==> src/rtl/alu_operand_stage.sv <==
// ID/EX operand stage: registers decode fields and selects forwarded ALU operands.
// Define FORWARDING_EN to enable EX/MEM and MEM/WB operand forwarding.
module alu_operand_stage #(
   parameter int DATA_WIDTH = 32,
   parameter int REG_AW     = 5
) (
   input  logic                  clk,
   input  logic                  reset,
   input  logic                  stall,
   input  logic                  flush,
   input  logic                  id_valid,
   input  logic [DATA_WIDTH-1:0] id_rs_data,
   input  logic [DATA_WIDTH-1:0] id_rt_data,
   input  logic [DATA_WIDTH-1:0] id_imm,
   input  logic [4:0]            id_shamt,
   input  logic [REG_AW-1:0]     id_rs,
   input  logic [REG_AW-1:0]     id_rt,
   input  logic [REG_AW-1:0]     id_dest,
   input  logic [3:0]            id_alu_control,
   input  logic                  id_alu_src,
   input  logic                  id_shift,
   input  logic                  id_reg_write,
   input  logic                  id_mem_read,
   input  logic                  id_mem_write,
   input  logic                  id_mem_to_reg,
   input  logic                  exmem_reg_write,
   input  logic [REG_AW-1:0]     exmem_rd,
   input  logic [DATA_WIDTH-1:0] exmem_result,
   input  logic                  memwb_reg_write,
   input  logic [REG_AW-1:0]     memwb_rd,
   input  logic [DATA_WIDTH-1:0] memwb_result,
   output logic [DATA_WIDTH-1:0] operand1,
   output logic [DATA_WIDTH-1:0] operand2,
   output logic [3:0]            alu_control,
   output logic                  ex_valid,
   output logic                  ex_reg_write,
   output logic                  ex_mem_read,
   output logic                  ex_mem_write,
   output logic                  ex_mem_to_reg,
   output logic [REG_AW-1:0]     ex_dest,
   output logic [DATA_WIDTH-1:0] ex_store_data
);

   logic [DATA_WIDTH-1:0] rs_data, rt_data, imm;
   logic [4:0]            shamt;
   logic [REG_AW-1:0]     rs, rt;
   logic                  alu_src, shift;
   logic [DATA_WIDTH-1:0] rs_fwd, rt_fwd;
   logic                  bubble;

   // An invalid decode slot is treated exactly like a flush unless stalled.
   assign bubble = flush | (~stall & ~id_valid);

   always_ff @(posedge clk or posedge reset) begin
      if (reset) begin
         ex_valid      <= 1'b0;
         rs_data       <= '0;
         rt_data       <= '0;
         imm           <= '0;
         shamt         <= '0;
         rs            <= '0;
         rt            <= '0;
         ex_dest       <= '0;
         alu_control   <= '0;
         alu_src       <= 1'b0;
         shift         <= 1'b0;
         ex_reg_write  <= 1'b0;
         ex_mem_read   <= 1'b0;
         ex_mem_write  <= 1'b0;
         ex_mem_to_reg <= 1'b0;
      end else if (bubble) begin
         ex_valid      <= 1'b0;
         rs_data       <= '0;
         rt_data       <= '0;
         imm           <= '0;
         shamt         <= '0;
         rs            <= '0;
         rt            <= '0;
         ex_dest       <= '0;
         alu_control   <= '0;
         alu_src       <= 1'b0;
         shift         <= 1'b0;
         ex_reg_write  <= 1'b0;
         ex_mem_read   <= 1'b0;
         ex_mem_write  <= 1'b0;
         ex_mem_to_reg <= 1'b0;
      end else if (!stall) begin
         ex_valid      <= 1'b1;
         rs_data       <= id_rs_data;
         rt_data       <= id_rt_data;
         imm           <= id_imm;
         shamt         <= id_shamt;
         rs            <= id_rs;
         rt            <= id_rt;
         ex_dest       <= id_dest;
         alu_control   <= id_alu_control;
         alu_src       <= id_alu_src;
         shift         <= id_shift;
         ex_reg_write  <= id_reg_write;
         ex_mem_read   <= id_mem_read;
         ex_mem_write  <= id_mem_write;
         ex_mem_to_reg <= id_mem_to_reg;
      end
   end

`ifdef FORWARDING_EN
   // EX/MEM is the younger result, so it is checked first; r0 never forwards.
   always_comb begin
      rs_fwd = rs_data;
      if (exmem_reg_write && exmem_rd == rs && rs != '0)
         rs_fwd = exmem_result;
      else if (memwb_reg_write && memwb_rd == rs && rs != '0)
         rs_fwd = memwb_result;
   end

   always_comb begin
      rt_fwd = rt_data;
      if (exmem_reg_write && exmem_rd == rt && rt != '0)
         rt_fwd = exmem_result;
      else if (memwb_reg_write && memwb_rd == rt && rt != '0)
         rt_fwd = memwb_result;
   end
`else
   logic unused_fwd;
   assign unused_fwd = ^{exmem_reg_write, exmem_rd, exmem_result,
                         memwb_reg_write, memwb_rd, memwb_result,
                         rs, rt};
   assign rs_fwd = rs_data;
   assign rt_fwd = rt_data;
`endif

   assign operand1      = shift ? DATA_WIDTH'(shamt) : rs_fwd;
   assign operand2      = alu_src ? imm : rt_fwd;
   assign ex_store_data = rt_fwd;

endmodule
==> config.mk <==
export PLATFORM = sky130hd
export DESIGN_NAME = alu_operand_stage
export DESIGN_NICKNAME = d
export VERILOG_FILES = /design/src/rtl/alu_operand_stage.sv
export SDC_FILE = /design/constraint.sdc
export NUM_CORES = 1
export LEC_CHECK = 0
export CORE_AREA = 3 3 120 122
export DETAILED_ROUTE_END_ITERATION = 10
export DIE_AREA = 0 0 123 125
export DONT_BUFFER_PORTS = 1
export PLACE_DENSITY_LB_ADDON = 0.3
export REMOVE_ABC_BUFFERS = 1
export SYNTH_ARGS = -nofsm -noshare
export SYNTH_HDL_FRONTEND = slang
export SYNTH_SLANG_ARGS = --single-unit
==> constraint.sdc <==
create_clock -name clk -period 8.9 [get_ports clk]
set_input_delay 1.335 -clock clk [delete_from_list [all_inputs] [get_ports clk]]
set_output_delay 1.335 -clock clk [all_outputs]
set_load 0.02 [all_outputs]
==> flow_summary.json <==
{
  "synth_top_area_cell": "dfrtp_1",
  "start_util": 0.423,
  "drt_iter0_markers": 196,
  "status": "completed",
  "cp_data_required_time_ns": 7.57,
  "drt-total-wl_um": 13400,
  "die_area_mm2": 0.0154,
  "cp.arrival_ns": 1.95,
  "max_freq_mhz": 304,
  "core_area_mm2": 0.0133,
  "synth_cell_types": 15,
  "synth_top_area_frac": 0.520,
  "synth_area_leaders": "dfrtp_1, nand3b_1, a21oi_1",
  "slew_viol_final": 0,
  "io_pins": 317,
  "worstMarginPinSlew_ns": 1.11,
  "path_max_fanout": 33,
  "synthCells": 559,
  "cap_violations": 0,
  "yosysSeqAreaShare": 0.520,
  "overflow": 0,
  "postCtsHoldBufs": 0,
  "cts.path.max_buffers": 2,
  "insertedDiodeCount": 0,
  "min_period_ns": 3.29,
  "setup_viol": 0,
  "antenna_found_initial": 0,
  "end_kind": "output port",
  "drive_above_1_share": 0.123,
  "worstHoldPathType": "register to register",
  "rows": 42,
  "syn_to_final_growth_pct": 8.82,
  "slew_headroom": 0.260,
  "grt_use_total": 0.173,
  "grt_pass1_wl_um": 21000,
  "fillers": 1234,
  "worstPathBufferInverterCount": 0,
  "synth_seq_cells": 117,
  "cts.sinks": 117,
  "port_buffers": 0,
  "finalSetupTns_ns": 0,
  "fin_nets": 731,
  "critPathKind": "register to output port",
  "rr_worst_depth": 2,
  "routedWlPerCell_um": 18.8,
  "synth_area_mm2": 0.00563,
  "worstSetupStartpointType": "register",
  "yosysWarningCount": 0,
  "cp_num_cells": 1,
  "whs_ns": 0.508,
  "cts_tree": "done",
  "holdPathStages": 1,
  "cts_buffers": 17,
  "max_stage_delay_ns": 1.05,
  "multi_input_area_mm2": 0.00240,
  "cts-root-buf": "clkbuf_16",
  "post_cts_buffers": 0,
  "syn_area_per_cell_um2": 10.1,
  "gp_congestion": 0.769,
  "grt_max_degree": 204,
  "vias_per_cell": 5.55,
  "clk_pin_slew_worst_paths_ns": 0.05,
  "drt.antenna.violating_nets": 0,
  "period_share": 0.369,
  "drc": 0,
  "clk_latency_ns": 0.40,
  "routed-via-count": 3947,
  "die_w_um": 123,
  "powerDensity_mw_per_mm2": 210,
  "grt_pass1_vias": 3950,
  "post-route-util": 0.461,
  "hold_viol_final": 0,
  "power_leakage_uw": 0.00255,
  "vdd_drop_max_uv": 110,
  "crit_path_cell_trace": "mux2_2",
  "die_y_um": 125,
  "dp_hpwl_um": 8460,
  "slowest_stage": "dfrtp_1",
  "finalClockSkew_ns": 0,
  "rsz0062_at_grt": "false",
  "regArea_mm2": 0.00293,
  "cts_resized": 0,
  "first_pass_iters": 5,
  "cp_top_family": "flip-flops",
  "htree_levels": 4
}
cell usage after synthesis:
cell type	number
a21oi_1	100
a32o_1	16
mux2i_1	1
buf_2	35
inv_1	2
mux2_2	37
clkbuf_1	10
buf_4	5
buf_1	3
nor2b_1	29
nor2_1	1
buf_6	3
dfrtp_1	117
nand2_1	100
nand3b_1	100
worst paths after layout:
path,slack [ns],end,start
max,5.61,operand1[0],shift$_DFFE_PP0P_
min,0.51,imm[31]$_DFFE_PP0P_,imm[31]$_DFFE_PP0P_
max reg2reg,7.51,shift$_DFFE_PP0P_,shift$_DFFE_PP0P_
min reg2reg,0.51,imm[31]$_DFFE_PP0P_,imm[31]$_DFFE_PP0P_
max in group asynchronous,6.74,rs_data[10]$_DFFE_PP0P_,reset
min in group asynchronous,0.91,rs_data[5]$_DFFE_PP0P_,reset
logic make-up (layout without fill, tap and decap cells):
family                 count (synthesis)  count (layout)  share of synthesized area
buffers and inverters                 58              34                     0.0538
AND/OR/NAND/NOR                      230             230                      0.233
flip-flops                           117             117                      0.520
multiplexers                          38              38                     0.0758
AO/OA/AOI/OAI                        116             116                      0.117
metrics by stage:
stage                     cells  area (µm²)  total power, µW  worst slack [ns]
final                       711        6130             1290              5.61
after global placement      681        5570              664              6.03
after detailed placement    681        5570              667              6.00
after CTS                   711        6130             1310              5.56
after floorplan             503        5330              650              4.46
after global routing        711        6130             1340              5.49
where the power goes:
group          switching, µW  internal (µW)
clock network            216            416
logic                   47.4           32.0
registers               24.4            552
cell usage in the layout, fill, tap and decap left out:
master / instances
a21oi_1: 100
bufinv_16: 1
nor2_1: 1
inv_4: 1
nor2b_1: 29
clkbuf_1: 4
mux2i_1: 1
mux2_2: 37
dfrtp_1: 117
inv_1: 1
clkinv_2: 3
clkbuf_8: 5
a32o_1: 16
buf_4: 2
nand3b_1: 100
clkbuf_16: 17
nand2_1: 100
cell type report:
type	instances	share of cell area
inverters	2	0.00163
flip-flops and latches	117	0.478
clock buffers	26	0.0831
clock inverters	4	0.00735
multi-input cells	384	0.392
well taps	176	0.0359
repair buffers	2	0.00245
routing by layer:
| metal | wire length, µm | GRT usage | vias up |
|---|---|---|---|
| met5 | 0 | 0 | - |
| met4 | 268 | 0.0749 | 0 |
| met3 | 1530 | 0.0872 | 20 |
| met2 | 6120 | 0.262 | 173 |
| met1 | 5460 | 0.207 | 1895 |
| li1 | - | - | 1859 |
(Power assumes the default switching activity.)
